## src/rtl/param_memory.sv

```systemverilog
// Parametrised single-port synchronous RAM with req/ready handshake, registered read data and a clear engine.
// Optional macro PARITY_EN adds per-word even parity with parity_err output and inj_par test input.
module param_memory #(
  parameter int DATA_W = 8,
  parameter int ADDR_W = 4
) (
  input  logic              clk,
  input  logic              rst_n,
  input  logic              req,
  input  logic              we,
  input  logic [ADDR_W-1:0] addr,
  input  logic [DATA_W-1:0] din,
  input  logic              clr,
`ifdef PARITY_EN
  input  logic              inj_par,
  output logic              parity_err,
`endif
  output logic              ready,
  output logic              rd_valid,
  output logic [DATA_W-1:0] dout,
  output logic              busy_clr
);

  localparam int DEPTH = 1 << ADDR_W;
`ifdef PARITY_EN
  localparam int WORD_W = DATA_W + 1;
`else
  localparam int WORD_W = DATA_W;
`endif

  typedef enum logic [0:0] {
    S_CLEAR = 1'b0,
    S_IDLE  = 1'b1
  } state_t;

  function automatic logic even_par(input logic [DATA_W-1:0] d);
    return ^d;
  endfunction

  state_t              r_state;
  logic [ADDR_W-1:0]   r_cnt;
  logic                r_ready;
  logic                r_busy_clr;
  logic                r_rd_valid;
  logic [DATA_W-1:0]   r_dout;
  logic                r_parity_err;
  logic [WORD_W-1:0]   r_mem [DEPTH];

  logic                w_acc;
  logic                w_we;
  logic [ADDR_W-1:0]   w_waddr;
  logic [WORD_W-1:0]   w_wdata;
  logic [WORD_W-1:0]   w_rword;

  // r_ready is only ever high in IDLE, so it also gates out accesses during clear
  assign w_acc   = req & r_ready & ~clr;
  assign w_rword = r_mem[addr];

  // Write-port steering: the clear engine owns the port in CLEAR, accepted writes in IDLE
  always_comb begin
    w_we    = 1'b0;
    w_waddr = '0;
    w_wdata = '0;
    case (r_state)
      S_CLEAR: begin
        w_we    = 1'b1;
        w_waddr = r_cnt;
        w_wdata = '0;
      end
      S_IDLE: begin
        if (w_acc && we) begin
          w_we    = 1'b1;
          w_waddr = addr;
`ifdef PARITY_EN
          w_wdata = {even_par(din) ^ inj_par, din};
`else
          w_wdata = din;
`endif
        end else begin
          w_we    = 1'b0;
        end
      end
      default: begin
        w_we    = 1'b0;
      end
    endcase
  end

  // Storage array; contents are zeroed by the clear engine rather than by reset
  always_ff @(posedge clk) begin
    if (w_we) begin
      r_mem[w_waddr] <= w_wdata;
    end
  end

  // Control FSM with registered handshake, read data and status outputs
  always_ff @(posedge clk or negedge rst_n) begin
    if (!rst_n) begin
      r_state      <= S_CLEAR;
      r_cnt        <= '0;
      r_ready      <= 1'b0;
      r_busy_clr   <= 1'b1;
      r_rd_valid   <= 1'b0;
      r_dout       <= '0;
      r_parity_err <= 1'b0;
    end else begin
      r_rd_valid   <= 1'b0;
      r_parity_err <= 1'b0;
      case (r_state)
        S_CLEAR: begin
          if (r_cnt == {ADDR_W{1'b1}}) begin
            r_state    <= S_IDLE;
            r_ready    <= 1'b1;
            r_busy_clr <= 1'b0;
            r_cnt      <= '0;
          end else begin
            r_cnt      <= r_cnt + ADDR_W'(1);
          end
        end
        S_IDLE: begin
          if (clr) begin
            r_state    <= S_CLEAR;
            r_cnt      <= '0;
            r_ready    <= 1'b0;
            r_busy_clr <= 1'b1;
          end else if (w_acc && !we) begin
            r_rd_valid   <= 1'b1;
            r_dout       <= w_rword[DATA_W-1:0];
            // XOR across data plus parity bit is 1 exactly when the stored parity is wrong
            r_parity_err <= ^w_rword;
          end else begin
            r_rd_valid   <= 1'b0;
          end
        end
        default: begin
          r_state    <= S_CLEAR;
          r_cnt      <= '0;
          r_ready    <= 1'b0;
          r_busy_clr <= 1'b1;
        end
      endcase
    end
  end

  assign ready    = r_ready;
  assign rd_valid = r_rd_valid;
  assign dout     = r_dout;
  assign busy_clr = r_busy_clr;
`ifdef PARITY_EN
  assign parity_err = r_parity_err;
`else
  logic w_unused_par;
  assign w_unused_par = r_parity_err;
`endif

endmodule

```

## config.mk

```make
export PLATFORM = sky130hd
export DESIGN_NAME = param_memory
export DESIGN_NICKNAME = d
export VERILOG_FILES = /design/src/rtl/param_memory.sv
export SDC_FILE = /design/constraint.sdc
export NUM_CORES = 1
export LEC_CHECK = 0
export BUFFER_PORTS_ARGS = -buffer_cell sky130_fd_sc_hd__buf_2
export CAP_MARGIN = 15
export CORE_MARGIN = 2
export CORE_UTILIZATION = 40
export CTS_CLUSTER_SIZE = 8
export DETAILED_ROUTE_END_ITERATION = 16
export PLACE_DENSITY_LB_ADDON = 0.2
export SETUP_SLACK_MARGIN = 0.5
export SLEW_MARGIN = 40
export SYNTH_ARGS = -nofsm -noshare
export SYNTH_HDL_FRONTEND = slang
export SYNTH_SLANG_ARGS = --single-unit
```

## constraint.sdc

```tcl
create_clock -name clk -period 4 [get_ports clk]
set_clock_uncertainty 0.2 [all_clocks]
set_input_delay 0.4 -clock clk [delete_from_list [all_inputs] [get_ports clk]]
set_output_delay 0.4 -clock clk [all_outputs]
set_load 0.1 [all_outputs]
```

-- Word level (Yosys, flattened, before mapping)
Memory sizes are Yosys's and may differ from the RTL's. A register that Yosys moved wholly into a read port is not among the register bits.
Cells that the tools add are included.
- flip-flop bits (word level): 8
- bits in writable memories: 128
- input port bits: 17
- output and inout bits: 11
- word-level logic and storage cells: 43
- memories: 1
- memory list (name ; depth ; width ; rd ports ; clocked after memory_dff ; wr ports ; line ; RTL):
    r_mem ; 16 ; 8 ; 1 ; 1 ; 1 ; 47 ; logic [WORD_W-1:0] r_mem [DEPTH];
- $add $sub $neg: 1
- equality and inequality tests: 3
- multiplexer cells: 23
- bitwise logic cells: 4
- reductions and logical operators: 6
- operator list (operator ; number):
    $pmux W4 S2 ; 2
    $pmux W8 S2 ; 1
    $mux W1 ; 12
    $mux W4 ; 3
    $mux W8 ; 1
    $pmux W1 S2 ; 4
    $add A4 B1 Y4 const B ; 1
    $eq A4 B4 Y1 const B ; 1
    $ne A2 B2 Y1 const B ; 2
    $reduce_and A3 Y1 ; 1
    $and A1 B1 Y1 ; 2
    $logic_and A1 B1 Y1 ; 2
    $logic_not A1 Y1 ; 2
    $not A1 Y1 ; 2
    $reduce_and A2 Y1 ; 1

-- Longest topological paths before layout
- word-level depth: 7
- gate-level depth with buffers: 9
- mapped depth without buffers: 5

-- Least setup slack after synthesis
OpenSTA, ideal clock, no wires.
- path type: flip-flop to flip-flop
- start: reg r_ready, in the netlist ready
- end: mem r_mem[14][0] (netlist name), enable pin
- library setup time: 0.370 ns
- arrival time: 2.308 ns
- required time: 3.430 ns
- slack: 1.122 ns
- cell stages (with the launch flop): 5
- buffers on the path: 0
- clock period less this slack: 2.878 ns
- cells stage by stage: dfrtp_1 > nand3_1 > o32a_1 > or2_1 > nor2_1
- word-level cells in the longest chain between the ends: 7
- elaborated cells between the ends (all ways): 9
- those cells by class: 6 x mux; 2 x bitwise; 1 x reduce/logical
- ends and longest elaborated chain (item ; line ; RTL):
    from (decl) ; 42 ; logic r_ready;
    from (signal assigned) ; 101 ; r_ready <= 1'b0;
    from (signal assigned) ; 113 ; r_ready <= 1'b1;
    from (signal assigned) ; 124 ; r_ready <= 1'b0;
    $and A1 B1 Y1 * (2 in a row) ; 56 ; assign w_acc = req & r_ready & ~clr;
    $logic_and A1 B1 Y1 * ; 71 ; if (w_acc && we) begin
    $mux W1 ; 71 ;
    $pmux W1 S2 ; 64 ; case (r_state)
    $mux W1 ; 91 ; if (w_we) begin
    $mux W1 (implied by the code) ; 92 ; r_mem[w_waddr] <= w_wdata;
    to (decl) ; 47 ;
Mark *: on every way between the ends. The rest lies on a longest branch, timed or not.

-- Final worst setup path
- start: reg r_state
- end: mem r_mem[13][2] (netlist name), enable pin
- word-level cells in the longest chain between the ends: 4
- elaborated cells between the ends (all ways): 5
- those cells by class: 4 x mux; 1 x bitwise
- ends and longest elaborated chain (item ; line ; RTL):
    from (decl) ; 40 ; state_t r_state;
    from (signal assigned) ; 99 ; r_state <= S_CLEAR;
    from (signal assigned) ; 112 ; r_state <= S_IDLE;
    from (signal assigned) ; 122 ; r_state <= S_CLEAR;
    $not A1 Y1 ; 64 ;
    $pmux W1 S2 ; 64 ;
    $mux W1 ; 91 ;
    $mux W1 (implied by the code) ; 92 ;
Several ways; a longest one is shown, not always the timed one.

==> impl_metrics.env <==
export IMPL_r2r_end="r_mem[13][2]"
export IMPL_place_congestion=0.821
export IMPL_antennaDiodeCount=0
export IMPL_fillers=1173
export IMPL_insertion_delay_ps=420
export IMPL_netlist_area_um2=5770
export IMPL_drive_above_1_share=0.312
export IMPL_synth_seq_cells=144
export IMPL_slowest_delay_ps=720
export IMPL_core_area_um2=14000
export IMPL_cts_root_buf="clkbuf_16"
export IMPL_status="complete, no violations"
export IMPL_grt_antenna_before_repair=0
export IMPL_worst_pin_slew_ps=787
export IMPL_overflow=0
export IMPL_routed_wl_um=12400
export IMPL_end_kind="flop"
export IMPL_p_leak_uw=0.00236
export IMPL_synthTopCellsByArea="edfxtp_1 67%, mux4_2 12%, dfrtp_1 6.5%, mux2i_1 2.9%, nor2_1 1.5%"
export IMPL_numCtsBuffers=17
export IMPL_worst_r2r_path_depth=4
export IMPL_path_clk_slew_ps=60
export IMPL_cts_tree="done"
export IMPL_synth_seq_area_share=0.736
export IMPL_clk_path_buf_depth=2
export IMPL_finalSetupViolCount=0
export IMPL_htree_levels=4
export IMPL_synth_nets=316
export IMPL_max_slew_margin=0.474
export IMPL_synth_edf_count=128
export IMPL_maxClockFrequency_ghz=0.350
export IMPL_worstPathRequired_ps=3850
export IMPL_start_util=0.413
export IMPL_fin_hold_ws_ps=84.3
export IMPL_die_area_um2=15400
export IMPL_fin_setup_tns_ps=0
export IMPL_holdPathStages=3
export IMPL_maxSlewViolCount=0
export IMPL_layout_min_cycle_time_ps=2860
export IMPL_grt_pass1_wl_um=18700
export IMPL_drtIter0Drc=259
export IMPL_fp_dieH_um=124
export IMPL_synth_warnings=0
export IMPL_worstPathCellList="nand2b_4, nor2_1, a32oi_1, nor2_2"
export IMPL_grt_util_all_layers=0.179
export IMPL_hold_buffers=1
export IMPL_grt_max_degree=33
export IMPL_hpwl_um=8020
export IMPL_ys_types=40
export IMPL_cpMaxStageDelayCell="dfrtp_1"
export IMPL_cp_max_fo=18
export IMPL_arrival_ps=2710
export IMPL_num_io_pins=28
export IMPL_rows=43
export IMPL_cts_resized=0
export IMPL_vias=2915
export IMPL_vias_per_cell=5.54
export IMPL_synth_cells=298
export IMPL_ir_worst_vdd_uv=349
export IMPL_route_detailed_drc=0
export IMPL_critPathLaunchType="flop"
export IMPL_p_per_area_nw_per_um2=700
export IMPL_period_share=0.715
export IMPL_critPathKind="flop to flop"
export IMPL_worstReg2RegStart="r_state"
export IMPL_hold_viol=0
export IMPL_cts_sinks=144
export IMPL_chipWidth_um=124
export IMPL_synthTopCellsByCount="128 x edfxtp_1, 32 x mux4_2, 23 x nor2_1, 17 x mux2i_1, 15 x dfrtp_1"
export IMPL_area_growth_synth_to_final_pct=16.2
export IMPL_grt_pass1_vias=2970
export IMPL_synth_top_area_cell="edfxtp_1"
export IMPL_postCtsSetupRepairBufs=0
export IMPL_hold_path_endpoint="busy_clr"
export IMPL_numPortBuffers=27
export IMPL_yosysMostFrequentCell="edfxtp_1"
export IMPL_async_flop_share=0.111
export IMPL_synth_top_cell_area_share=0.666
export IMPL_r2r_slack_ps=1140
export IMPL_final_nets=351
export IMPL_rsz0062_at_grt="no"
export IMPL_hp_class="primary input to flop"
export IMPL_ant_nets=0
export IMPL_maxCapViolCount=0
export IMPL_synth_avg_cell_area_um2=19.4
export IMPL_ys_flop_type="edfxtp_1"
export IMPL_wire_per_inst_um=23.6
export IMPL_dr_pass1_iters=4
export IMPL_min_from="clr"
==> state kept, by name, summed over array words and instances, names as in the netlist <==
signal / count
r_mem: 128
dout: 8
rd_valid: 1
r_state: 1
busy_clr: 1
ready: 1
r_cnt: 4
==> kinds of logic after synthesis <==
| logic type | count (synthesis) | synth area share |
|---|---|---|
| fa+ha+maj | 1 | 0.00217 |
| buf+inv | 19 | 0.0217 |
| mux | 49 | 0.154 |
| compound gates | 25 | 0.0336 |
| flops | 144 | 0.736 |
| simple gates | 60 | 0.0527 |
==> power by group <==
part	switching [uW]	leakage [uW]	internal (uW)
Clock	598	0.000294	1040
Combinational	703	0.000645	265
Sequential	122	0.00142	1970
Total	1420	0.00236	3270
==> per-stage QoR <==
step / instance area [um^2] / cells / power (uW) / util / setup slack [ps]
6_report: 6710 / 526 / 4690 / 0.479 / 1140
5_1_grt: 6710 / 526 / 4890 / 0.479 / 911
4_1_cts: 6690 / 526 / 4720 / 0.478 / 942
3_5_place_dp: 6060 / 493 / 3080 / 0.433 / 952
3_3_place_gp: 6050 / 493 / 3060 / 0.433 / 1050
2_1_floorplan: 5770 / 298 / 2800 / - / 1120
==> cell type report <==
class                      count  area [um^2]  area share
clock inverter                15          191      0.0286
tap                          180          225      0.0336
inverter                       5         31.3     0.00467
sequential                   144         4250       0.633
clock buffer                  17          425      0.0634
multi-input combinational    135         1430       0.213
timing repair buffer          30          160      0.0239
==> layout by cell type (no fill, tap or decap), drive strengths merged, types with 2 or more instances in the layout <==
cell type / count
mux4: 32
o221ai: 8
dfrtp: 15
inv: 5
nand3: 4
clkbuf: 17
mux2i: 17
buf: 29
clkinv: 8
clkinvlp: 3
a22o: 2
nor2b: 2
bufinv: 4
nand2b: 4
a21oi: 3
o21ai: 4
nand2: 13
and2: 8
o21bai: 2
edfxtp: 128
nor2: 23
==> critical path, delay by kind of cell (launching register included) <==
| kind | cells | cell delay (ps) |
|---|---|---|
| flops | 1 | 720 |
| compound gates | 1 | 360 |
| simple gates | 3 | 1210 |
==> per-layer routing <==
| layer | global-route usage | part of all wire | vias to the layer above |
|---|---|---|---|
| met1 | 0.244 | 0.44 | 1549 |
| met3 | 0.0481 | 0.057 | 17 |
| met5 | 0 | 0 | - |
| li1 | - | - | 1271 |
| met4 | 0.0716 | 0.021 | 0 |
| met2 | 0.275 | 0.49 | 78 |
==> worst max path at each step <==
stage                 start  slack, ps           end
finish              r_state       1140  r_mem[13][2]
global route        r_state        910  r_mem[13][5]
CTS                 r_state        940  r_mem[13][3]
detailed placement  r_state        950  r_mem[13][6]
global placement    r_state       1050  r_mem[15][6]
floorplan             ready       1120  r_mem[14][0]
Power figures use the tool's default switching activity.
